## config.mk

```make
export PLATFORM = sky130hd
export DESIGN_NAME = seq_detector_param
export DESIGN_NICKNAME = d
export VERILOG_FILES = /design/src/rtl/seq_det_pkg.sv /design/src/rtl/seq_detector_param_sat_counter.sv /design/src/rtl/seq_detector_param.sv
export SDC_FILE = /design/constraint.sdc
export NUM_CORES = 1
export LEC_CHECK = 0
export CAP_MARGIN = 0
export CORE_ASPECT_RATIO = 0.8
export CORE_MARGIN = 3
export CORE_UTILIZATION = 30
export CTS_CLUSTER_DIAMETER = 200
export DETAILED_ROUTE_END_ITERATION = 10
export PLACE_DENSITY_LB_ADDON = 0.1
export SKIP_CTS_REPAIR_TIMING = 1
export SLEW_MARGIN = 20
export SYNTH_ARGS = -nofsm -noshare
export SYNTH_HDL_FRONTEND = slang
export SYNTH_SLANG_ARGS = --single-unit
```

## constraint.sdc

```tcl
create_clock -name clk -period 1.4 [get_ports clk]
set_input_delay 0.42 -clock clk [delete_from_list [all_inputs] [get_ports clk]]
set_output_delay 0.42 -clock clk [all_outputs]
set_load 0.02 [all_outputs]
```

## src/rtl/seq_det_pkg.sv

```systemverilog
// -----------------------------------------------------------------------------
// seq_det_pkg
//
// Shared definitions for the parametrised serial-pattern detector.
//   - Parameter limits (MAX_SEQ_LEN, MAX_CNT_W).
//   - pattern_t: a pattern zero-extended to the maximum supported length.
//   - det_phase_t: coarse FSM phase (idle / partial match / detect).
//   - Constant functions used at elaboration to build the transition table:
//       seq_next()   : next state from a non-DETECT state for one input bit
//       seq_border() : longest proper border of the pattern
//
// Pattern bit ordering: PATTERN[len-1] is the first bit received and
// PATTERN[0] the last, so "prefix position i" lives at bit (len-1-i).
// -----------------------------------------------------------------------------
package seq_det_pkg;

    localparam int MAX_SEQ_LEN = 16;
    localparam int MAX_CNT_W   = 32;

    typedef logic [MAX_SEQ_LEN-1:0] pattern_t;

    typedef enum logic [1:0] {
        PH_IDLE    = 2'd0,  // nothing matched
        PH_PARTIAL = 2'd1,  // part of the pattern matched
        PH_DETECT  = 2'd2   // full pattern matched
    } det_phase_t;

    // Bit at prefix position idx (0 = first bit received).
    function automatic logic pat_bit(pattern_t pattern, int len, int idx);
        pattern_t t;
        t = pattern >> (len - 1 - idx);
        return t[0];
    endfunction

    // Next state from 'state' (must be < len) after receiving bit b.
    // On a mismatch this is the KMP fall-back: the longest prefix of the
    // pattern that is a proper suffix of (matched prefix followed by b).
    function automatic int seq_next(pattern_t pattern, int len, int state, logic b);
        int   res;
        logic found;
        logic ok;
        logic c;
        int   j;
        res   = 0;
        found = 1'b0;
        if (b == pat_bit(pattern, len, state)) begin
            res   = state + 1;
            found = 1'b1;
        end
        // Candidate string has length state+1; try suffixes of length
        // state down to 1, keeping the first (longest) that is a prefix.
        for (int k = state; k > 0; k--) begin
            if (!found) begin
                ok = 1'b1;
                for (int i = 0; i < k; i++) begin
                    j = state + 1 - k + i;
                    c = (j == state) ? b : pat_bit(pattern, len, j);
                    if (c != pat_bit(pattern, len, i)) ok = 1'b0;
                end
                if (ok) begin
                    res   = k;
                    found = 1'b1;
                end
            end
        end
        return res;
    endfunction

    // Longest proper border: largest k < len with prefix(k) == suffix(k).
    function automatic int seq_border(pattern_t pattern, int len);
        int   res;
        logic ok;
        res = 0;
        for (int k = 1; k < len; k++) begin
            ok = 1'b1;
            for (int i = 0; i < k; i++) begin
                if (pat_bit(pattern, len, i) != pat_bit(pattern, len, len - k + i)) ok = 1'b0;
            end
            if (ok) res = k;
        end
        return res;
    endfunction

endpackage

```

## src/rtl/seq_detector_param_sat_counter.sv

```systemverilog
// -----------------------------------------------------------------------------
// sat_counter
//
// Saturating up-counter with synchronous reset and synchronous clear.
//   clk   : clock, rising edge
//   rst   : synchronous active-high reset (count=0, sat=0)
//   clr   : synchronous clear, same effect as rst; wins over inc
//   inc   : add one on this edge unless already saturated
//   count : current count, W bits
//   sat   : 1 once count has reached 2^W-1; set on the same edge
// -----------------------------------------------------------------------------
module sat_counter
    import seq_det_pkg::*;
#(
    parameter int W = 8
) (
    input  logic         clk,
    input  logic         rst,
    input  logic         clr,
    input  logic         inc,
    output logic [W-1:0] count,
    output logic         sat
);

    if ((W < 1) || (W > MAX_CNT_W)) begin : g_bad_width
        $error("sat_counter: W=%0d outside 1..%0d", W, MAX_CNT_W);
    end

    logic [W-1:0] count_inc;

    assign count_inc = count + W'(1);

    always_ff @(posedge clk) begin
        if (rst || clr) begin
            count <= '0;
            sat   <= 1'b0;
        end else if (inc && !sat) begin
            count <= count_inc;
            // All-ones after the increment means the maximum was just reached.
            sat   <= &count_inc;
        end
    end

endmodule

```

## src/rtl/seq_detector_param.sv

```systemverilog
// -----------------------------------------------------------------------------
// seq_detector_param
//
// Parametrised Moore serial-pattern detector with a saturating match counter.
//
// Parameters
//   SEQ_LEN : pattern length, 2..16
//   PATTERN : pattern bits, PATTERN[SEQ_LEN-1] received first
//   OVERLAP : 0 = non-overlapping, 1 = overlapping detection
//   CNT_W   : match counter width, 1..32
//
// Ports
//   clk       : clock, rising edge
//   rst       : synchronous active-high reset, overrides everything
//   en        : sample enable; x consumed only when en=1
//   x         : serial data bit
//   cnt_clr   : synchronous clear of match_cnt / cnt_sat (honoured when en=0)
//   y         : Moore detect flag, high while the FSM is in DETECT
//   match_cnt : number of DETECT entries since reset/clear, saturating
//   cnt_sat   : high once match_cnt reached 2^CNT_W-1
//
// The state is the number of pattern bits matched (0..SEQ_LEN); SEQ_LEN is
// DETECT. All transitions come from a constant table built at elaboration,
// so there is no runtime pattern-matching logic.
// -----------------------------------------------------------------------------
module seq_detector_param
    import seq_det_pkg::*;
#(
    parameter int                 SEQ_LEN = 4,
    parameter logic [SEQ_LEN-1:0] PATTERN = 4'b0100,
    parameter bit                 OVERLAP = 1'b0,
    parameter int                 CNT_W   = 8
) (
    input  logic             clk,
    input  logic             rst,
    input  logic             en,
    input  logic             x,
    input  logic             cnt_clr,
    output logic             y,
    output logic [CNT_W-1:0] match_cnt,
    output logic             cnt_sat
);

    if ((SEQ_LEN < 2) || (SEQ_LEN > MAX_SEQ_LEN)) begin : g_bad_len
        $error("seq_detector_param: SEQ_LEN=%0d outside 2..%0d", SEQ_LEN, MAX_SEQ_LEN);
    end
    if ((CNT_W < 1) || (CNT_W > MAX_CNT_W)) begin : g_bad_cnt_w
        $error("seq_detector_param: CNT_W=%0d outside 1..%0d", CNT_W, MAX_CNT_W);
    end

    localparam int              SW      = $clog2(SEQ_LEN + 1);
    localparam int              NSTATES = 1 << SW;
    localparam pattern_t        PAT     = pattern_t'(PATTERN);
    localparam int              BORDER  = seq_border(PAT, SEQ_LEN);
    localparam logic [SW-1:0]   DET     = SW'(SEQ_LEN);

    logic [SW-1:0] s;
    logic [SW-1:0] next_s;
    det_phase_t    phase;
    det_phase_t    next_phase;
    logic          enter_det;

    // Next-state table, one entry per encodable state and input bit.
    // The table covers every encoding of s so an unreachable value
    // (above SEQ_LEN) still has a defined exit, treated like state 0.
    logic [SW-1:0] tbl0 [NSTATES];
    logic [SW-1:0] tbl1 [NSTATES];

    for (genvar g = 0; g < NSTATES; g++) begin : g_tbl
        // DETECT continues from the border when overlapping, else from 0.
        localparam int FROM = (g < SEQ_LEN) ? g :
                              (((g == SEQ_LEN) && OVERLAP) ? BORDER : 0);
        localparam logic [SW-1:0] N0 = SW'(seq_next(PAT, SEQ_LEN, FROM, 1'b0));
        localparam logic [SW-1:0] N1 = SW'(seq_next(PAT, SEQ_LEN, FROM, 1'b1));
        assign tbl0[g] = N0;
        assign tbl1[g] = N1;
    end

    always_comb begin
        next_s     = x ? tbl1[s] : tbl0[s];
        next_phase = PH_PARTIAL;
        if (next_s == DET) begin
            next_phase = PH_DETECT;
        end else if (next_s == '0) begin
            next_phase = PH_IDLE;
        end
    end

    // Any enabled edge landing in DETECT counts, including DETECT->DETECT.
    assign enter_det = en && (next_s == DET);

    always_ff @(posedge clk) begin
        if (rst) begin
            s     <= '0;
            phase <= PH_IDLE;
        end else if (en) begin
            s     <= next_s;
            phase <= next_phase;
        end
    end

    // Decode of a register only: no combinational path from x to y.
    assign y = (phase == PH_DETECT);

    sat_counter #(
        .W(CNT_W)
    ) u_match_cnt (
        .clk   (clk),
        .rst   (rst),
        .clr   (cnt_clr),
        .inc   (enter_det),
        .count (match_cnt),
        .sat   (cnt_sat)
    );

endmodule

```

After elaboration in Yosys (flattened, before gate mapping)
Memories as Yosys holds them, arrays and structs flattened.
Index checks and enable logic that the tools add are counted.
{ "word_totals": {"elab_cells": 24, "out_inout_bits": 10, "ff_bits": 14, "input_bits": 5, "n_memories": 2, "romBits": 48} }
{ "memory_table": {"columns": ["memory", "words", "word_bits", "read_ports", "rd_ports_with_merged_regs", "wr", "line_no", "rtl"], "rows": [
  ["(name not given)", 8, 3, 1, 0, 0, "seq_detector_param.sv:80", "next_s = x ? tbl1[s] : tbl0[s];"],
  ["(name not given)", 8, 3, 1, 0, 0, "seq_detector_param.sv:80", null]
]} }
{ "classes": {"n_eq_ne": 2, "magnitude_cmp": 1, "muxes": 7, "n_bitwise": 1, "reduce_logical": 6, "addsub": 1} }
{ "op_table": {"columns": ["op", "n"], "rows": [
  ["two-way mux 3 bit", 5],
  ["adder 8 x 1 -> 8 bit (second input constant)", 1],
  ["AND reduction 8 bit", 1],
  [">= comparator 4 bit (second input constant)", 1],
  ["inverter 3 -> 4 bit", 1],
  ["== test 3 bit (second input constant)", 1],
  ["logical NOT 3 bit", 1],
  ["== test 2 bit (second input constant)", 1],
  ["logical AND 1 bit", 2],
  ["two-way mux 2 bit", 1],
  ["logical NOT 1 bit", 1],
  ["logical OR 1 bit", 1],
  ["two-way mux 1 bit", 1]
]} }

Logic depth before layout (Yosys ltp)
{ "logic_depth": {"word_depth": 8, "mapped_depth": 5} }

Modules after synthesis
From an unflattened synthesis, not the netlist that was laid out.
{ "unflattened": {"hier_cells": 84, "area_unflattened_um2": 723.2} }
{ "by_module_without_submodules": {"columns": ["module", "n_inst", "area_each_um2", "seq_area_each_um2", "cells_per_inst"], "rows": [
  ["sat_counter", 1, 488.0, 180.2, 58],
  ["seq_detector_param", 1, 235.2, 100.1, 26]
]} }

Worst setup path before layout
Ideal clock, no wire load.
{ "synth_timing": {"path_type": "register -> register", "start": "register u_match_cnt.count[1]", "end": "register u_match_cnt.count[6]", "stages_incl_launch_ff": 6, "path_buffers": 0, "setup_slack_ns": -0.054, "t_arrival_ns": 1.337, "period_less_slack_ns": 1.454, "cell_sequence": "dfxtp_1 ha_1 nand3b_1 nor4_4 xnor2_1 nor2_1"} }
{ "synth_between": {"elab_chain_cells": 1} }
{ "synth_rtl": {"columns": ["item", "line_no", "rtl"], "rows": [
  ["start, declared", "seq_detector_param_sat_counter.sv:21", "output logic [W-1:0] count,"],
  ["start signal, assigned", "seq_detector_param_sat_counter.sv:38", "count <= count_inc;"],
  ["adder 8 x 1 -> 8 bit", "seq_detector_param_sat_counter.sv:31", "assign count_inc = count + W'(1);"]
]} }
Every way passes these cells.
A chain may end at the register's enable or synchronous reset.

Worst setup path after layout
{ "layout_timing": {"start": "register u_match_cnt.count[1]", "end": "output port match_cnt[1]"} }
{ "layout_lines": {"columns": ["item", "line_no", "rtl"], "rows": [
  ["end, declared", "seq_detector_param.sv:40", "output logic [CNT_W-1:0] match_cnt,"]
]} }
No word-level cell between the ends.

==> reports/qor.yml <==
drv_slew: 0
pin_count: 15
power.density_nw_per_um2: 658
worst_slew_pin_slew_ns: 0.234
synth_fp_nets: 92
syn_inst: 85
vias_per_cell: 4.61
cap_violations: 0
clkLatencyLatePin_ns: 0.29
clkTransAtPathRegs_ns: 0.09
synth_edf_count: 0
syn_avg_cell_area_um2: 8.95
die_h_um: 51.0
fin_crit_sh_pct: 94.4
drc_errors: 0
grt_setup_unrepaired: "false"
max_freq_ghz: 0.757
synth_seq_area_share_pct: 36.8
htree_num_levels: 1
min_period_ns: 1.32
pre_cts_ws_ns: -0.429
grt_overflow: 0
critPathArrivalTime_ns: 0.90
peakVddDrop_v: 0.000435
fp.dieArea_um2: 3180
critPathMaxStageDelay_ns: 0.38
cts_root_buffer: "clkbuf_4"
setup_viol: 0
grt_use_total_pct: 12.6
crit_family: "flip-flops"
layout.nets: 127
cp.required_ns: 0.98
cp_cell_sequence: "dlymetal6s2s_1"
ys_top_cells_by_count: "dfxtp_1, nor2_1, xnor2_1, a21oi_1"
status: "completed"
p_clk_share_pct: 40.0
dr.pass1.iters: 4
intPower_mw: 0.590
grt_pass1_vias: 650
wl_per_cell_um: 11.4
port_buffers: 14
slew-limit-headroom_pct: 84.3
p_sw_mw: 0.173
synth-seq-cells: 14
ant_nets: 0
area_delta_synth_final_pct: 52.3
place.gp.congestion: 0.775
startpoint_type: "flip-flop"
clock_skew_ns: 0.00352
wl_mm: 1.75
path_class: "flip-flop to output pin"
hold_violations: 0
clock_sinks: 14
share_comb_of_total_power_pct: 7.1
grt_max_degree: 10
vias: 706
synth_flop_cell: "dfxtp_1"
antenna_found_initial: 0
cts_buffers: 3
design_area_um2: 1160
die_w_um: 62.3
synth_top_area_share_pct: 36.8
async_reset_ff_share_pct: 0
slowest_stage: "dfxtp_2"
yosys_warnings: 0
core.rowCount: 15
antenna_cells: 0
postPlaceCellArea_um2: 1070
cp_num_buf_inv: 1
swShare_pct: 22.7
yosys-top-cells-area: "dfxtp_1, xnor2_1, nor4_4"
hold_class: "flip-flop to flip-flop"
core-area_um2: 2270
synth_top_cell_by_area: "dfxtp_1"
drtIter0Drc: 24
leakage_nw: 0.606
drive_above_1_share_pct: 29.4
cts_tree: "built"
critPathMaxFanout: 4
totalPowerFinal_mw: 0.763
synth_area_um2: 761
synth_cell_type_count: 32
hpwl_mm: 1.33
synth_most_common_cell: "dfxtp_1"
timing.final.ws_setup_ns: 0.0782
initial_core_util_pct: 33.5
clock_path_buffers: 2
power_frac_seq_pct: 52.9
grt_pass1_wl_mm: 3.08
end_kind: "output pin"
layout make-up:
type                            instances  area [um^2]
Inverter                                5         18.8
Sequential cell                        14          285
Fill cell                             220         1110
Multi-Input combinational cell         62          457
Clock buffer                            4         36.3
Timing Repair Buffer                   34          319
Tap cell                               34         42.5
cell families after synthesis:
group	after synthesis	share of synthesized area [%]
AOI/OAI and AO/OA	13	11.0
muxes	1	1.32
xor gates and xnor gates	9	10.4
adders and majority gates	2	3.29
DFF	14	36.8
and+or+nand+nor	37	30.9
buffers and inverters	9	6.25
registers in the layout, summed over array words and instances (netlist names):
signal	flops
u_match_cnt.sat	1
u_match_cnt.count	8
s	3
phase	2
layer usage:
layer	track usage, %	vias to the layer above	wire length (um)
met1	18.4	326	925
li1	-	362	-
met5	0	-	0
met3	4.84	4	79
met2	16.4	14	719
met4	4.40	0	26
worst min-delay path, cell delays in order (launching register included):
cell      delay, ns
dfxtp_1        0.36
nand2b_1       0.08
a21oi_1        0.05
power by group through the flow:
stage / combinational [mW] / sequential, mW / clock, mW
floorplan: 0.0242 / 0.414 / 0
global placement: 0.0547 / 0.415 / 0
detailed placement: 0.0542 / 0.415 / 0
CTS: 0.0547 / 0.406 / 0.317
global route: 0.0596 / 0.405 / 0.339
finish: 0.0541 / 0.404 / 0.305
stage by stage:
step | util [%] | hold slack, ns | TNS (ns) | instances
2_1_floorplan | - | 0.439 | 0 | 85
3_3_place_gp | 47.0 | 0.506 | -4.06 | 149
3_5_place_dp | 47.0 | 0.514 | -4.06 | 149
4_1_cts | 48.6 | 0.531 | -3.56 | 153
5_1_grt | 51.0 | 0.573 | 0 | 153
6_report | 51.0 | 0.535 | 0 | 153
worst paths after layout:
check        slack [ns]                  from  cells past startpoint                   end
max                0.08  u_match_cnt.count[1]                      1          match_cnt[1]
min                0.54                  s[2]                      2                  s[2]
max reg2reg        0.08       u_match_cnt.sat                      5  u_match_cnt.count[5]
min reg2reg        0.54                  s[2]                      2                  s[2]
cell usage in the layout (no fill, tap or decap), types with 2 or more instances in the layout:
cell,instances
inv_1,5
nand2b_1,3
xnor2_1,7
a21oi_1,6
clkdlybuf4s50_1,2
nand2_1,5
nor4_4,2
nor3_1,2
o31ai_1,2
buf_4,20
xor2_1,2
dlymetal6s2s_1,11
nor2_1,10
nor2b_1,3
nand3_1,3
dfxtp_1,12
clkbuf_4,3
Note: power is estimated with default switching activity, not from simulation.
